===== config.mk =====
export PLATFORM = sky130hd
export DESIGN_NAME = hilo_unit_flat
export DESIGN_NICKNAME = d
export VERILOG_FILES = /design/src/rtl/hilo_if.sv /design/src/rtl/hilo_unit.sv /design/src/flat_wrapper.sv
export SDC_FILE = /design/constraint.sdc
export NUM_CORES = 1
export LEC_CHECK = 0
export CAP_MARGIN = 10
export CORE_MARGIN = 4
export CORE_UTILIZATION = 41
export DETAILED_ROUTE_END_ITERATION = 16
export GPL_TIMING_DRIVEN = 0
export PLACE_DENSITY = 0.83
export SYNTH_ARGS = -nofsm -noshare
export SYNTH_HDL_FRONTEND = slang
export SYNTH_SLANG_ARGS = --single-unit

===== constraint.sdc =====
create_clock -name clk -period 3.5 [get_ports clk]
set_input_delay 0.525 -clock clk [delete_from_list [all_inputs] [get_ports clk]]
set_output_delay 0.525 -clock clk [all_outputs]
set_load 0.005 [all_outputs]

===== src/rtl/hilo_if.sv =====
// hilo_if: bundles the hilo_unit request, mt-write, multiplier-side and
// result signals into one port.
//   master : control unit / bench side (drives requests and multiplier results)
//   slave  : hilo_unit side (drives multiplier controls and HI/LO status)
interface hilo_if #(parameter int WIDTH = 32);
   logic             start;
   logic [WIDTH-1:0] a_in;
   logic [WIDTH-1:0] b_in;
   logic             hi_wr;
   logic             lo_wr;
   logic [WIDTH-1:0] wr_data;
   logic [WIDTH-1:0] mult_hi;
   logic [WIDTH-1:0] mult_lo;
   logic             mult_ctrl;
   logic [WIDTH-1:0] mult_a;
   logic [WIDTH-1:0] mult_b;
   logic [WIDTH-1:0] hi_out;
   logic [WIDTH-1:0] lo_out;
   logic             busy;
   logic             done;

   modport master (
      output start, a_in, b_in, hi_wr, lo_wr, wr_data, mult_hi, mult_lo,
      input  mult_ctrl, mult_a, mult_b, hi_out, lo_out, busy, done
   );

   modport slave (
      input  start, a_in, b_in, hi_wr, lo_wr, wr_data, mult_hi, mult_lo,
      output mult_ctrl, mult_a, mult_b, hi_out, lo_out, busy, done
   );
endinterface


===== src/rtl/hilo_unit.sv =====
// hilo_unit: sequences the Booth multiplier and holds architectural HI/LO.
//   clk, reset : rising-edge clock, synchronous active-high reset
//   bus.start/a_in/b_in     : one-cycle multiply request and operands
//   bus.hi_wr/lo_wr/wr_data : mthi/mtlo writes (accepted only in IDLE)
//   bus.mult_hi/mult_lo     : product from the multiplier
//   bus.mult_ctrl/mult_a/mult_b : multiplier enable and held operands
//   bus.hi_out/lo_out       : architectural HI/LO
//   bus.busy/done           : in-flight flag and one-cycle completion pulse
// All outputs are registered: next values are formed in the comb process
// and loaded in the single sequential process.
module hilo_unit #(
   parameter int WIDTH       = 32,
   parameter int MULT_CYCLES = 33
) (
   input logic  clk,
   input logic  reset,
   hilo_if.slave bus
);
   localparam int CNT_W = (MULT_CYCLES > 2) ? $clog2(MULT_CYCLES) : 1;
   localparam logic [CNT_W-1:0] CNT_LAST = CNT_W'(MULT_CYCLES - 1);

   typedef enum logic [1:0] {IDLE, RUN, CAPTURE} state_t;

   state_t           state, state_n;
   logic [CNT_W-1:0] cnt, cnt_n;
   logic [WIDTH-1:0] mult_a, mult_a_n;
   logic [WIDTH-1:0] mult_b, mult_b_n;
   logic [WIDTH-1:0] hi, hi_n;
   logic [WIDTH-1:0] lo, lo_n;
   logic             ctrl, ctrl_n;
   logic             busy, busy_n;
   logic             done, done_n;

   always_ff @(posedge clk) begin
      if (reset) begin
         state  <= IDLE;
         cnt    <= '0;
         mult_a <= '0;
         mult_b <= '0;
         hi     <= '0;
         lo     <= '0;
         ctrl   <= 1'b0;
         busy   <= 1'b0;
         done   <= 1'b0;
      end else begin
         state  <= state_n;
         cnt    <= cnt_n;
         mult_a <= mult_a_n;
         mult_b <= mult_b_n;
         hi     <= hi_n;
         lo     <= lo_n;
         ctrl   <= ctrl_n;
         busy   <= busy_n;
         done   <= done_n;
      end
   end

   always_comb begin
      state_n  = state;
      cnt_n    = cnt;
      mult_a_n = mult_a;
      mult_b_n = mult_b;
      hi_n     = hi;
      lo_n     = lo;
      done_n   = 1'b0;
      case (state)
         IDLE: begin
            // mt writes and start may coincide; the product later overwrites.
            if (bus.hi_wr) hi_n = bus.wr_data;
            if (bus.lo_wr) lo_n = bus.wr_data;
            if (bus.start) begin
               mult_a_n = bus.a_in;
               mult_b_n = bus.b_in;
               cnt_n    = '0;
               state_n  = RUN;
            end
         end
         RUN: begin
            // cnt counts enable edges already seen; the last one moves to CAPTURE.
            if (cnt == CNT_LAST) state_n = CAPTURE;
            else                 cnt_n   = cnt + 1'b1;
         end
         CAPTURE: begin
            hi_n    = bus.mult_hi;
            lo_n    = bus.mult_lo;
            done_n  = 1'b1;
            state_n = IDLE;
         end
         default: state_n = IDLE;
      endcase
      // Registered from the next state so the enable tracks RUN exactly.
      ctrl_n = (state_n == RUN);
      busy_n = (state_n != IDLE);
   end

   assign bus.mult_ctrl = ctrl;
   assign bus.mult_a    = mult_a;
   assign bus.mult_b    = mult_b;
   assign bus.hi_out    = hi;
   assign bus.lo_out    = lo;
   assign bus.busy      = busy;
   assign bus.done      = done;
endmodule


===== src/flat_wrapper.sv =====
// flat-port wrapper written by rule: the top's interface ports become plain ports
module hilo_unit_flat 
#(
   parameter int WIDTH       = 32,
   parameter int MULT_CYCLES = 33
)
  (clk, reset, bus_start, bus_a_in, bus_b_in, bus_hi_wr, bus_lo_wr, bus_wr_data, bus_mult_hi, bus_mult_lo, bus_mult_ctrl, bus_mult_a, bus_mult_b, bus_hi_out, bus_lo_out, bus_busy, bus_done);
  hilo_if #(.WIDTH(WIDTH)) bus_i ();
  input logic clk;
  input logic reset;
  input wire logic [$bits(bus_i.start)-1:0] bus_start;
  input wire logic [$bits(bus_i.a_in)-1:0] bus_a_in;
  input wire logic [$bits(bus_i.b_in)-1:0] bus_b_in;
  input wire logic [$bits(bus_i.hi_wr)-1:0] bus_hi_wr;
  input wire logic [$bits(bus_i.lo_wr)-1:0] bus_lo_wr;
  input wire logic [$bits(bus_i.wr_data)-1:0] bus_wr_data;
  input wire logic [$bits(bus_i.mult_hi)-1:0] bus_mult_hi;
  input wire logic [$bits(bus_i.mult_lo)-1:0] bus_mult_lo;
  output wire logic [$bits(bus_i.mult_ctrl)-1:0] bus_mult_ctrl;
  output wire logic [$bits(bus_i.mult_a)-1:0] bus_mult_a;
  output wire logic [$bits(bus_i.mult_b)-1:0] bus_mult_b;
  output wire logic [$bits(bus_i.hi_out)-1:0] bus_hi_out;
  output wire logic [$bits(bus_i.lo_out)-1:0] bus_lo_out;
  output wire logic [$bits(bus_i.busy)-1:0] bus_busy;
  output wire logic [$bits(bus_i.done)-1:0] bus_done;
  assign bus_i.start = bus_start;
  assign bus_i.a_in = bus_a_in;
  assign bus_i.b_in = bus_b_in;
  assign bus_i.hi_wr = bus_hi_wr;
  assign bus_i.lo_wr = bus_lo_wr;
  assign bus_i.wr_data = bus_wr_data;
  assign bus_i.mult_hi = bus_mult_hi;
  assign bus_i.mult_lo = bus_mult_lo;
  assign bus_mult_ctrl = bus_i.mult_ctrl;
  assign bus_mult_a = bus_i.mult_a;
  assign bus_mult_b = bus_i.mult_b;
  assign bus_hi_out = bus_i.hi_out;
  assign bus_lo_out = bus_i.lo_out;
  assign bus_busy = bus_i.busy;
  assign bus_done = bus_i.done;
  hilo_unit #(.WIDTH(WIDTH), .MULT_CYCLES(MULT_CYCLES)) u_core (.clk(clk), .reset(reset), .bus(bus_i));
endmodule

# Word-level counts from Yosys, hierarchy flattened
# Index checks and enable logic that the tools add are counted.
dict set report totals {
  regBits 139
  latch_bits 0
  ram_bits 0
  rom_bits 0
  input_bits 165
  out_inout_bits 131
  word_cells 37
  memories 0
}
dict set report classes {
  add_sub_neg 1
  multipliers 0
  div 0
  magnitude_cmp 0
  eq_ne 8
  n_shift 0
  mux 11
  bitwise_logic 0
  n_reduce_logical 8
}
# operator count
set ops {}
lappend ops {{$pmux W32 S2} 2}
lappend ops {{$mux W32} 2}
lappend ops {{$mux W6} 2}
lappend ops {{$pmux W6 S2} 1}
lappend ops {{$ne A2 B2 Y1 const B} 4}
lappend ops {{$add A6 B1 Y6 const B} 1}
lappend ops {{$eq A6 B6 Y1 const B} 1}
lappend ops {{$reduce_and A2 Y1} 3}
lappend ops {{$reduce_bool A2 Y1} 3}
lappend ops {{$eq A2 B1 Y1 const B} 2}
lappend ops {{$mux W2} 2}
lappend ops {{$pmux W2 S2} 1}
lappend ops {{$reduce_and A3 Y1} 1}
lappend ops {{$eq A2 B2 Y1 const B} 1}
lappend ops {{$logic_not A2 Y1} 1}
lappend ops {{$mux W1} 1}

# Logic depth before layout (Yosys ltp)
dict set report depth {
  word_depth 4
  depth_mapped 6
  ltp_nobuf 5
}

# Worst setup path before layout
# No wires, ideal clock.
dict set report synth_timing {
  path_kind {input to register}
  startpoint {in reset}
  endpoint {reg u_core.cnt[2]}
  setup_time_ns 0.058
  t_arrival_ns 1.496
  t_required_ns 3.442
  setup_slack_ns 1.947
  cell_stages 4
  n_path_buf 1
  path_cell_list {buf_2 or3b_4 a2111oi_2 or3_1}
}
# item line_no
set synth_rtl {}
lappend synth_rtl {{from (decl)} flat_wrapper.sv:10} ;# input logic reset;
lappend synth_rtl {{to (signal assigned)} hilo_unit.sv:47} ;# cnt <= cnt_n;
lappend synth_rtl {{to (decl)} hilo_unit.sv:25} ;# logic [CNT_W-1:0] cnt, cnt_n;

# Final worst setup path
dict set report layout_timing {
  startpoint {reg u_core.lo[31], in the netlist u_core.bus.lo_out[31]}
  endpoint {out bus_lo_out[31]}
}
# item line_no
set layout_rtl {}
lappend layout_rtl {{from (decl)} hilo_unit.sv:29} ;# logic [WIDTH-1:0] lo, lo_n;
lappend layout_rtl {{from (signal assigned)} hilo_unit.sv:51} ;# lo <= lo_n;
lappend layout_rtl {{to (decl)} flat_wrapper.sv:23} ;# output wire logic [$bits(bus_i.lo_out)-1:0] bus_lo_out;
# No word-level cell between the ends.

==> run summary <==
outcome: finished, final reports clean
post-synth cell types: 37
Gate Count Post-Synth: 659
fraction of layout cells with a size suffix above 1: 7.92%
leakage component of the power: 0.00343 uW
Routed WL: 20700 um
area of all sequential standard cells: 2780 um2
start of the worst register-to-register path: u_core.state[0]$_SDFF_PP0_
sum of net half-perimeters after detailed placement: 15600 um
TritonCTS Sinks: 139
multi-input gate area in the final layout: 2200 um2
num rows: 41
placeable core area: 12600 um2
global-route met1 utilization: 29.4%
hold buffer count at CTS: 0
die span in y: 121 um
aggregate negative setup slack: 0 ns
final net count: 1139
worst reg-to-reg path cell count: 5
remaining antenna violation count: 0
Layout Utilization: 71.1%
deepest clock path buffer count: 2
number of global-route vias before repair: 5915
Min-Delay Path Depth: 2
Clock Skews: 0.00563 ns
number of synthesized flops with an enable pin: 0
Post-Synthesis Net Count: 826
final-layout fill cell count: 1054
crit path kind: flop to primary output
register bit count reported by yosys: 139
Finished Cell Area: 8980 um2
Min-Delay Endpoint: u_core.bus.mult_a[4]$_SDFFE_PP0P_
peak-usage layer in the global routing report: met2
leading cell types in the layout, fill and taps excluded: 294 x sky130_fd_sc_hd__clkdlybuf4s50_1, 228 x sky130_fd_sc_hd__nand2_1, 139 x sky130_fd_sc_hd__dfxtp_1
residual overflow from global routing: 0
post-synthesis sequential area ratio: 52.8%
Via Count: 5990
average via count per standard cell: 5.18
cell family with the largest share of critical-path delay: buffers and inverters
average routed wire per standard cell: 17.9 um
CP max stage delay: 0.58 ns
total inserted antenna cells: 0
measured slew at the worst slew-check pin: 0.518 ns
largest vdd supply drop: 0.276 mV
worst hold path startpoint: u_core.bus.mult_a[4]$_SDFFE_PP0P_
post-route total power: 4070 uW
number of optimization iterations in the first detailed-route pass: 4
Pwr Density: 454 nW/um2
final period utilization: 53.1%
mean post-synth cell area: 7.99 um2
RSZ-0062 raised after global routing: false
relative area change from synthesis to final layout: 70.5%
slowest stage cell on the critical path: sky130_fd_sc_hd__clkdlybuf4s50_1
clock buffer count from CTS: 17
first-pass GRT wire length: 31200 um
synthesized area: 5270 um2
Final Max Tran Viols: 0
most frequent standard cell in the layout excluding fill and tap cells: sky130_fd_sc_hd__clkdlybuf4s50_1
Top-Level Pins: 296
r2r setup slk: 1.89 ns
met3 layer usage reported by global route: 12.9%
CP Max Fanout: 2
global routing usage on met2: 47.1%
startpoint types: flop
reg-to-reg endpoint: u_core.bus.lo_out[13]$_SDFFE_PP0P_
die area: 14700 um2
fmax: 538 MHz
yosys warns: 0
Setup violations, final: 0
CTS clock-pin slew for the worst setup and hold paths: 0.06 ns
root buffer selected by CTS: sky130_fd_sc_hd__clkbuf_16
Overall Global Routing Usage: 27.5%
buffer and inverter count on the worst path: 1
effective utilization at floorplan: 41.7%
max-slew headroom at the worst pin: 65.5%
max-cap violations: 0
final hold vios: 0
signal arrival time at the worst endpoint: 1.33 ns
Cell Area, Placed: 8430 um2
dominant register cell in the synthesized netlist: sky130_fd_sc_hd__dfxtp_1
clock period minus final worst setup slack: 1.86 ns
width of the die: 121 um
critical path depth in cells: 1
largest net degree at the start of global routing: 17
H-tree levels: 4
post-CTS setup buffer count: 0
count of cells resized by post-cts repair: 0
count of input and output buffers: 294
initial detailed-routing violation count: 359
final RePlAce weighted congestion: 0.884
type of destination of the critical path: primary output
CTS tree: done
number of DRC violations after detailed routing: 0
Hold Crit Class: flop to flop
clock latency at the later pin of the worst-skew pair: 0.42 ns
Async S/R FF share, synth: 0%
number of antenna violations at the first check in global routing: 0
sequence of cells on the critical path: clkdlybuf4s50_1
required arrival time at the worst endpoint: 2.97 ns
==> final cells by class <==
class                      count  area share (%)
tap                          172            2.40
clock buffer                  25            5.74
buffer                        55            2.94
inverter                       5           0.209
clock inverter                 7           0.418
sequential                   139            31.0
timing repair buffer         294            32.8
multi-input combinational    460            24.5
==> registers in the layout, indices dropped and copies added (netlist names) <==
name,count
u_core.bus.mult_a,32
u_core.bus.mult_ctrl,1
u_core.cnt,6
u_core.state,2
u_core.bus.busy,1
u_core.bus.lo_out,32
u_core.bus.mult_b,32
u_core.bus.hi_out,32
u_core.bus.done,1
==> worst register-to-register path: stages, from the launching register on <==
cell                       delay (ns)
sky130_fd_sc_hd__dfxtp_1         0.29
sky130_fd_sc_hd__buf_4           0.15
sky130_fd_sc_hd__o21ba_1         0.21
sky130_fd_sc_hd__buf_2           0.23
sky130_fd_sc_hd__clkbuf_1        0.45
sky130_fd_sc_hd__a31oi_1         0.14
==> worst max path at each step <==
stage	startpoint	endpoint	slack (ns)
2_1_floorplan	reset	u_core.cnt[2]$_SDFFE_PP0P_	1.95
3_3_place_gp	bus_lo_wr	u_core.bus.lo_out[5]$_SDFFE_PP0P_	1.42
3_5_place_dp	bus_lo_wr	u_core.bus.lo_out[11]$_SDFFE_PP0P_	1.42
4_1_cts	u_core.bus.lo_out[28]$_SDFFE_PP0P_	bus_lo_out[28]	1.60
5_1_grt	u_core.bus.lo_out[28]$_SDFFE_PP0P_	bus_lo_out[28]	1.57
6_report	u_core.bus.lo_out[31]$_SDFFE_PP0P_	bus_lo_out[31]	1.64
==> cells by family (layout without fill, tap and decap cells) <==
logic type	Yosys count	count (layout)	share of synthesized area (%)
and+or+nand+nor	251	251	19.2
AOI/OAI and AO/OA	206	206	22.0
buffers and inverters	60	386	5.37
DFF	139	139	52.8
adders and majority gates	2	2	0.475
muxes	1	1	0.190
==> synthesized netlist by cell type, types with 2 or more instances <==
| cell | instances | area share (%) |
|---|---|---|
| sky130_fd_sc_hd__nand3_1 | 3 | 0.28 |
| sky130_fd_sc_hd__o21ai_0 | 64 | 6.1 |
| sky130_fd_sc_hd__a21oi_1 | 66 | 6.3 |
| sky130_fd_sc_hd__or3_1 | 2 | 0.24 |
| sky130_fd_sc_hd__buf_4 | 2 | 0.28 |
| sky130_fd_sc_hd__ha_1 | 2 | 0.47 |
| sky130_fd_sc_hd__buf_2 | 40 | 3.8 |
| sky130_fd_sc_hd__clkbuf_1 | 13 | 0.93 |
| sky130_fd_sc_hd__inv_1 | 5 | 0.36 |
| sky130_fd_sc_hd__nand2_1 | 228 | 16 |
| sky130_fd_sc_hd__a31oi_1 | 64 | 7.6 |
| sky130_fd_sc_hd__o21ba_1 | 2 | 0.38 |
| sky130_fd_sc_hd__a31o_2 | 2 | 0.33 |
| sky130_fd_sc_hd__dfxtp_1 | 139 | 53 |
| sky130_fd_sc_hd__nor2_1 | 4 | 0.28 |
| sky130_fd_sc_hd__nor2b_1 | 2 | 0.24 |
==> where the power goes <==
part           total (uW)  internal (uW)  switching, uW
Sequential           1740           1690           51.2
Clock                1660           1010            652
Combinational         673            406            267
==> routing by layer <==
metal  wire [um]  share of wire [%]
met1        7680                 37
met2       10000                 49
met3        2420                 12
met4         534                2.6
met5           0                  0
==> metrics by stage <==
| stage | setup slack [ns] | cells | hold slack [ns] |
|---|---|---|---|
| final | 1.64 | 1157 | 0.450 |
| after global routing | 1.57 | 1157 | 0.469 |
| after CTS | 1.60 | 1157 | 0.452 |
| after detailed placement | 1.42 | 1125 | 0.445 |
| after global placement | 1.42 | 1125 | 0.441 |
| after floorplan | 1.95 | 659 | 0.453 |
(Power assumes the default switching activity.)
